`config.mk`:
```
export PLATFORM = sky130hd
export DESIGN_NAME = program_memory_loader
export DESIGN_NICKNAME = d
export VERILOG_FILES = /design/src/rtl/program_memory_loader.sv
export SDC_FILE = /design/constraint.sdc
export NUM_CORES = 1
export LEC_CHECK = 0
export CAP_MARGIN = 20
export CORE_UTILIZATION = 55
export DETAILED_ROUTE_END_ITERATION = 10
export PLACE_DENSITY_LB_ADDON = 0.1
export RECOVER_POWER = 100
export SLEW_MARGIN = 20
export SYNTH_ARGS = -nofsm -noshare
export SYNTH_HDL_FRONTEND = slang
export SYNTH_SLANG_ARGS = --single-unit
```
`constraint.sdc`:
```
create_clock -name clk -period 2.7 [get_ports clk]
set_input_delay 0.54 -clock clk [delete_from_list [all_inputs] [get_ports clk]]
set_output_delay 0.54 -clock clk [all_outputs]
set_load 0.005 [all_outputs]
```
`src/rtl/program_memory_loader.sv`:
```
// program_memory_loader: framed byte stream -> 32-bit program memory writes.
// Optional read-back check of every word: define PROGRAM_MEMORY_LOADER_VERIFY_EN.
module program_memory_loader #(
   parameter int ADDR_W         = 16,
   parameter int TIMEOUT_CYCLES = 1000000
) (
   input  logic              clk,
   input  logic              reset_n,
   input  logic [7:0]        in_data,
   input  logic              in_valid,
   output logic              in_ready,
   output logic [ADDR_W-1:0] mem_address,
   output logic [3:0]        mem_byteenable,
   output logic              mem_chipselect,
   output logic              mem_write,
   output logic [31:0]       mem_writedata,
   input  logic              mem_waitrequest,
   input  logic [31:0]       mem_readdata,
   output logic              cpu_reset_req,
   output logic              load_done,
   output logic              load_error
);

   typedef enum logic [2:0] {
      S_IDLE, S_HDR, S_DATA, S_WRITE, S_CHK, S_FAIL, S_VERIFY, S_VCMP
   } state_t;

   localparam logic [31:0]       TO_LAST = 32'(TIMEOUT_CYCLES) - 32'd1;
   localparam logic              TO_EN   = (TIMEOUT_CYCLES != 0);
   localparam logic [ADDR_W-1:0] A_ONE   = {{(ADDR_W-1){1'b0}}, 1'b1};

   state_t              r_state;
   logic                r_rdy;
   logic [ADDR_W-1:0]   r_addr;
   logic [ADDR_W-1:0]   r_maddr;
   logic [15:0]         r_cnt;
   logic [7:0]          r_alo;
   logic [7:0]          r_sum;
   logic [1:0]          r_bcnt;
   logic [31:0]         r_word;
   logic [31:0]         r_wdata;
   logic [31:0]         r_to;
   logic                r_cs;
   logic                r_we;
   logic                r_rreq;
   logic                r_done;
   logic                r_err;

   logic                w_xfer;
   logic                w_to_hit;
   logic                w_last;
   logic [7:0]          w_sum_nxt;
   logic [31:0]         w_word_nxt;

   assign w_xfer     = in_valid & r_rdy;
   assign w_to_hit   = TO_EN && (r_to == TO_LAST);
   assign w_last     = (r_cnt == 16'd1);
   assign w_sum_nxt  = r_sum + in_data;
   assign w_word_nxt = {in_data, r_word[31:8]};

`ifndef PROGRAM_MEMORY_LOADER_VERIFY_EN
   logic w_unused;
   assign w_unused = ^mem_readdata;
`endif

   assign in_ready       = r_rdy;
   assign mem_address    = r_maddr;
   assign mem_byteenable = 4'hF;
   assign mem_chipselect = r_cs;
   assign mem_write      = r_we;
   assign mem_writedata  = r_wdata;
   assign cpu_reset_req  = r_rreq;
   assign load_done      = r_done;
   assign load_error     = r_err;

   // Frame parser, memory write sequencer and status flags.
   always_ff @(posedge clk or negedge reset_n) begin
      if (!reset_n) begin
         r_state <= S_IDLE;
         r_rdy   <= 1'b0;
         r_addr  <= '0;
         r_maddr <= '0;
         r_cnt   <= '0;
         r_alo   <= '0;
         r_sum   <= '0;
         r_bcnt  <= '0;
         r_word  <= '0;
         r_wdata <= '0;
         r_to    <= '0;
         r_cs    <= 1'b0;
         r_we    <= 1'b0;
         r_rreq  <= 1'b0;
         r_done  <= 1'b0;
         r_err   <= 1'b0;
      end else begin
         case (r_state)
            S_IDLE: begin
               r_rdy <= 1'b1;
               if (w_xfer && in_data == 8'hA5) begin
                  r_done  <= 1'b0;
                  r_err   <= 1'b0;
                  r_rreq  <= 1'b1;
                  r_sum   <= '0;
                  r_bcnt  <= '0;
                  r_to    <= '0;
                  r_state <= S_HDR;
               end
            end
            S_HDR: begin
               if (w_xfer) begin
                  r_to   <= '0;
                  r_sum  <= w_sum_nxt;
                  r_bcnt <= r_bcnt + 2'd1;
                  case (r_bcnt)
                     2'd0: r_alo <= in_data;
                     2'd1: r_addr <= ADDR_W'({in_data, r_alo});
                     2'd2: r_cnt[7:0] <= in_data;
                     default: begin
                        r_cnt[15:8] <= in_data;
                        if ({in_data, r_cnt[7:0]} == 16'd0)
                           r_state <= S_CHK;
                        else
                           r_state <= S_DATA;
                     end
                  endcase
               end else if (w_to_hit) begin
                  r_rdy   <= 1'b0;
                  r_state <= S_FAIL;
               end else begin
                  r_to <= r_to + 32'd1;
               end
            end
            S_DATA: begin
               if (w_xfer) begin
                  r_to   <= '0;
                  r_sum  <= w_sum_nxt;
                  r_word <= w_word_nxt;
                  r_bcnt <= r_bcnt + 2'd1;
                  if (r_bcnt == 2'd3) begin
                     r_rdy   <= 1'b0;
                     r_cs    <= 1'b1;
                     r_we    <= 1'b1;
                     r_maddr <= r_addr;
                     r_wdata <= w_word_nxt;
                     r_state <= S_WRITE;
                  end
               end else if (w_to_hit) begin
                  r_rdy   <= 1'b0;
                  r_state <= S_FAIL;
               end else begin
                  r_to <= r_to + 32'd1;
               end
            end
            S_WRITE: begin
               if (!mem_waitrequest) begin
                  r_we <= 1'b0;
`ifdef PROGRAM_MEMORY_LOADER_VERIFY_EN
                  r_state <= S_VERIFY;
`else
                  r_cs    <= 1'b0;
                  r_addr  <= r_addr + A_ONE;
                  r_cnt   <= r_cnt - 16'd1;
                  r_to    <= '0;
                  r_rdy   <= 1'b1;
                  r_state <= w_last ? S_CHK : S_DATA;
`endif
               end
            end
`ifdef PROGRAM_MEMORY_LOADER_VERIFY_EN
            S_VERIFY: begin
               if (!mem_waitrequest) begin
                  r_cs    <= 1'b0;
                  r_state <= S_VCMP;
               end
            end
            S_VCMP: begin
               if (mem_readdata != r_wdata) begin
                  r_state <= S_FAIL;
               end else begin
                  r_addr  <= r_addr + A_ONE;
                  r_cnt   <= r_cnt - 16'd1;
                  r_to    <= '0;
                  r_rdy   <= 1'b1;
                  r_state <= w_last ? S_CHK : S_DATA;
               end
            end
`endif
            S_CHK: begin
               if (w_xfer) begin
                  r_to <= '0;
                  if (in_data == r_sum) begin
                     r_done  <= 1'b1;
                     r_rreq  <= 1'b0;
                     r_state <= S_IDLE;
                  end else begin
                     r_rdy   <= 1'b0;
                     r_state <= S_FAIL;
                  end
               end else if (w_to_hit) begin
                  r_rdy   <= 1'b0;
                  r_state <= S_FAIL;
               end else begin
                  r_to <= r_to + 32'd1;
               end
            end
            S_FAIL: begin
               r_err   <= 1'b1;
               r_rdy   <= 1'b1;
               r_state <= S_IDLE;
            end
            default: begin
               r_rdy   <= 1'b1;
               r_cs    <= 1'b0;
               r_we    <= 1'b0;
               r_state <= S_IDLE;
            end
         endcase
      end
   end

endmodule
```
### Word-level counts from Yosys, hierarchy flattened

Cells that the tools add are included.

| operators by class | value |
|---|---|
| multipliers | 0 |
| bitwise operators | 2 |
| reduce and logical (&&, ||, !) cells | 26 |
| $lt $le $gt $ge | 0 |
| div/mod/pow operators | 0 |
| shifts and indexed selects | 0 |
| multiplexer cells | 53 |
| equal/unequal tests | 28 |
| add/sub/neg operators | 5 |

Operators with widths:

| cell | count |
|---|---|
| 32-bit two-way mux | 4 |
| 32-bit one-hot mux with 3 select lines | 1 |
| 16-bit two-way mux | 5 |
| 16-bit one-hot mux with 2 select lines | 2 |
| 3-bit two-way mux | 11 |
| 32-bit by 1-bit adder with 32-bit output (second input constant) | 1 |
| 32-bit by 20-bit equality test with 1-bit output (second input constant) | 1 |
| 8-bit two-way mux | 4 |
| 4-bit AND reduction | 8 |
| 2-bit != test (second input constant) | 9 |
| 16-bit by 1-bit adder with 16-bit output (second input constant) | 1 |
| 16-bit by 1-bit equality test with 1-bit output (second input constant) | 1 |
| 16-bit zero test | 1 |
| 1-bit two-way mux | 16 |
| 8-bit one-hot mux with 2 select lines | 1 |
| 16-bit by 1-bit subtractor with 16-bit output (second input constant) | 1 |
| 3-bit one-hot mux with 5 select lines | 1 |
| 3-bit != test (second input constant) | 4 |
| 3-bit AND reduction | 3 |
| 8-bit adder | 1 |
| 8-bit equality test | 1 |
| 8-bit equality test (second input constant) | 1 |
| 2-bit nonzero test | 4 |
| 3-bit by 2-bit equality test with 1-bit output (second input constant) | 2 |
| 21 further kinds | 30 |

| storage, ports and cells | value |
|---|---|
| bits in registers | 170 |
| memories kept | 0 |
| bits of input ports | 44 |
| output and inout port bits | 58 |
| word-level logic and storage cells | 130 |
| bits in latches | 0 |
| ROM bits | 0 |
| bits in writable memories | 0 |

### Logic depth before layout (Yosys ltp)

| logic depth | value |
|---|---|
| word-level depth | 5 |
| gate-level depth with buffers | 9 |
| depth with buffers taken out | 9 |

### Worst setup path after synthesis

No wires, ideal clock.

| timing path | value |
|---|---|
| path type | input port to flip-flop |
| from | input port in_data[1] |
| to | register r_to[26] |
| library setup time | 0.078 ns |
| path slack | 0.465 ns |
| data required time | 2.622 ns |
| arrival time | 2.158 ns |
| path buffers | 0 |
| stages | 6 |
| cell sequence | or4_4 -> nor4_4 -> o21ai_4 -> nand3b_4 -> or3_1 -> a21oi_1 |

| between the ends | value |
|---|---|
| cells in the longest elaborated chain, start to end | 4 |

Ends and longest elaborated chain:

| element | line | text |
|---|---|---|
| from (decl) | 9 | `input logic [7:0] in_data,` |
| 8-bit equality test | 99 | `if (w_xfer && in_data == 8'hA5) begin` |
| 1-bit logical AND | 99 |  |
| 2-bit != test (no source line) | -- |  |
| 4-bit AND reduction (no source line) | -- |  |
| to (signal assigned) | 130 | `r_to <= r_to + 32'd1;` |
| to (signal assigned) | 151 | `r_to <= r_to + 32'd1;` |
| to (signal assigned) | 203 | `r_to <= r_to + 32'd1;` |
| to (decl) | 42 | `logic [31:0] r_to;` |

No other way between the ends.
A chain may end at the register's enable or synchronous reset.

### Worst setup path after layout

| timing path | value |
|---|---|
| from | input port in_data[1] |
| to | register r_to[10] |

Same word-level chain as after synthesis.

==> flow_summary.yaml <==
run_status:
  status: "finished, final reports clean"
cts:
  cts.clk_slew.worst_paths_ps: 70
  cts_hold_buf: 0
  cts_setup_buffers: 0
  clock_latency_ps: 430
  htreeDepth: 4
  cts_buffers: 17
  clockRootBuffer: "clkbuf_16"
  clockBufferDepth: 2
  post_cts_resized: 0
  cts_tree: "yes"
  cts.sinks: 162
timing:
  fin_crit_sh: 0.943
  fmax_ghz: 0.393
  setup_violations: 0
  finalSetupTns_ps: 0
  finalHoldViolations: 0
  maxSlewHeadroom: 0.235
  whs_ps: 320
  rsz0062_at_grt: "no"
  drv_slew: 0
  worst_pin_slew_ps: 1150
  fin_worst_skew_ps: 10.3
  fin_crit_ps: 2550
synth:
  synth_edf_count: 0
  synth_mux_area_frac: 0.107
  synth_compound_area_frac: 0.156
  avgSynthCellArea_um2: 10.3
  synth-xor-area-share: 0.0214
  synth_top_family_by_area: "simple AND/OR/NAND/NOR gates"
  async_flop_share: 1.00
  yosysSeqAreaShare: 0.494
  yosys_warnings: 0
  synth-main-ff-cell: "dfrtp_1"
  synthSimpleGateAreaFrac: 0.160
  netlist_instances: 800
  synthAdderAreaFrac: 0.0268
  synth_seq_cells: 162
  netlist_area_um2: 8200
  synth_cell_types: 66
placement:
  dpl.hpwl_um: 13200
  gp_congestion: 0.910
  port_buffers: 65
  dpl-instance-area_um2: 9370
  post-place-cells: 1061
worst_setup_path:
  startpoint: "in_data[1]"
  cp-start-kind: "input port"
  rr_worst_depth: 7
  worstPathArrival_ps: 2880
  r2r_setup_slack_ps: 210
  r2r-start: "r_state[1]$_DFFE_PN0P_"
  required_ps: 3030
  criticalPathCategory: "input port to register"
  worstReg2RegEnd: "r_to[17]$_DFFE_PN0P_"
  endpoint_kind: "register"
  cp_max_fo: 10
floorplan:
  io-pin-count: 102
  die_w_um: 124
  start_util: 0.564
  core-area_um2: 14500
  die_h_um: 124
  die_area_um2: 15400
  num_rows: 44
detailed_routing:
  drtIter0Drc: 615
  drc: 0
  firstDrtPassIters: 5
  drt_wl_total_um: 19100
  antenna_left: 0
  wl_per_cell_um: 17.5
  vias: 6534
  vias_per_cell: 5.98
job:
  max_cap_viol_count: 0
grt:
  grt_pass1_wl_um: 31400
  overflow: 0
  antenna_found_initial: 0
  grt.total_usage: 0.267
  grt_pass1_vias: 6155
  grt_max_degree: 60
hold_path:
  hold_class: "input port to async pin"
pwr:
  power.density_nw_per_um2: 1010
  p_leak_nw: 4.49
  vdd_drop_max_mv: 0.499
layout:
  nets: 957
  fin_area_um2: 9870
  final_common_cell: "dfrtp_1"
  mostFrequentLayoutCells: "dfrtp_1, o21ai_0, mux2_2"
  fin_cells: 1093
  diodes: 0
  drive_above_1_share: 0.186
  syn2layout_area_growth_pct: 20.3
## metrics by stage
step | total power, W | util | worst slack (ps)
finish | 0.00993 | 0.679 | 153
global route | 0.0106 | 0.679 | 61.8
CTS | 0.0102 | 0.686 | 281
detailed placement | 0.00766 | 0.645 | -164
global placement | 0.00748 | 0.645 | -113
floorplan | 0.00614 | - | 465
## power breakdown
group	total (W)	leakage (nW)	switching, W	internal, W
clock	0.00245	0.291	0.00106	0.00139
sequential	0.00388	2.12	0.000684	0.00320
combinational	0.00360	2.08	0.00190	0.00170
## metal layers
layer / GRT usage / vias up / routed length, um
li1: - / 3100 / -
met1: 0.368 / 3194 / 8640
met2: 0.411 / 212 / 9130
met3: 0.0490 / 28 / 903
met4: 0.115 / 0 / 406
met5: 0 / - / 0
## cells in the mapped netlist (3+ instances only)
cell type,number,area share
nor3_1,18,0.011
a22o_1,9,0.0096
and3_1,6,0.0046
nor2_1,53,0.024
or3_1,11,0.0084
o31ai_1,10,0.0092
a2111oi_2,3,0.0055
nand4_1,18,0.014
buf_1,4,0.0018
mux2_1,12,0.016
nand2b_1,5,0.0038
o21a_1,5,0.0046
nand3b_1,3,0.0027
o22ai_1,11,0.0084
buf_2,6,0.0037
o21ai_0,56,0.034
dfrtp_1,162,0.49
a31oi_1,7,0.0053
nand2_1,63,0.029
a211oi_2,7,0.011
buf_4,6,0.0055
and2_1,3,0.0023
nor4_1,7,0.0053
xor2_1,4,0.0043
nand3_1,38,0.023
nor2b_1,6,0.0046
ha_1,16,0.024
a21oi_1,58,0.035
nand4b_1,3,0.0032
o21ai_1,15,0.0092
clkbuf_1,29,0.013
xnor2_1,16,0.017
mux2_2,64,0.088
inv_1,22,0.010
## cell type report
class                           instances  area (um2)
Inverter                               23        86.3
Sequential cell                       162        4050
Fill cell                            1099        4660
Clock buffer                           17         425
Clock inverter                         15         171
Multi-Input combinational cell        573        3860
Tap cell                              184         230
Timing Repair Buffer                  119        1050
## worst max path at each step
stage / endpoint / slack (ps)
floorplan: r_to[26]$_DFFE_PN0P_ / 460
global placement: r_sum[6]$_DFFE_PN0P_ / -110
detailed placement: r_sum[6]$_DFFE_PN0P_ / -160
CTS: r_sum[6]$_DFFE_PN0P_ / 280
global route: r_word[28]$_DFFE_PN0P_ / 60
finish: r_to[10]$_DFFE_PN0P_ / 150
## sequential cells by signal, indices dropped and copies added, names as in the netlist, 8 cells and up
signal	cells
mem_address	16
mem_writedata	32
r_addr	16
r_alo	8
r_cnt	16
r_sum	8
r_to	32
r_word	24
## cell families after synthesis
kind of cell             Yosys count
other                              1
flip-flops                       162
adder cells (fa/ha/maj)           17
XOR/XNOR                          20
AO/OA/AOI/OAI                    203
buffers and inverters             68
AND/OR/NAND/NOR                  251
multiplexers                      78
## critical path, cell delays in order
cell and delay (ps):
clkdlybuf4s50_1 420, or4_4 580, nor4_4 210, o21ai_1 360, buf_4 280, a2111oi_2 250, xnor2_1 170, nor2_1 50
Power figures use the tool's default switching activity.
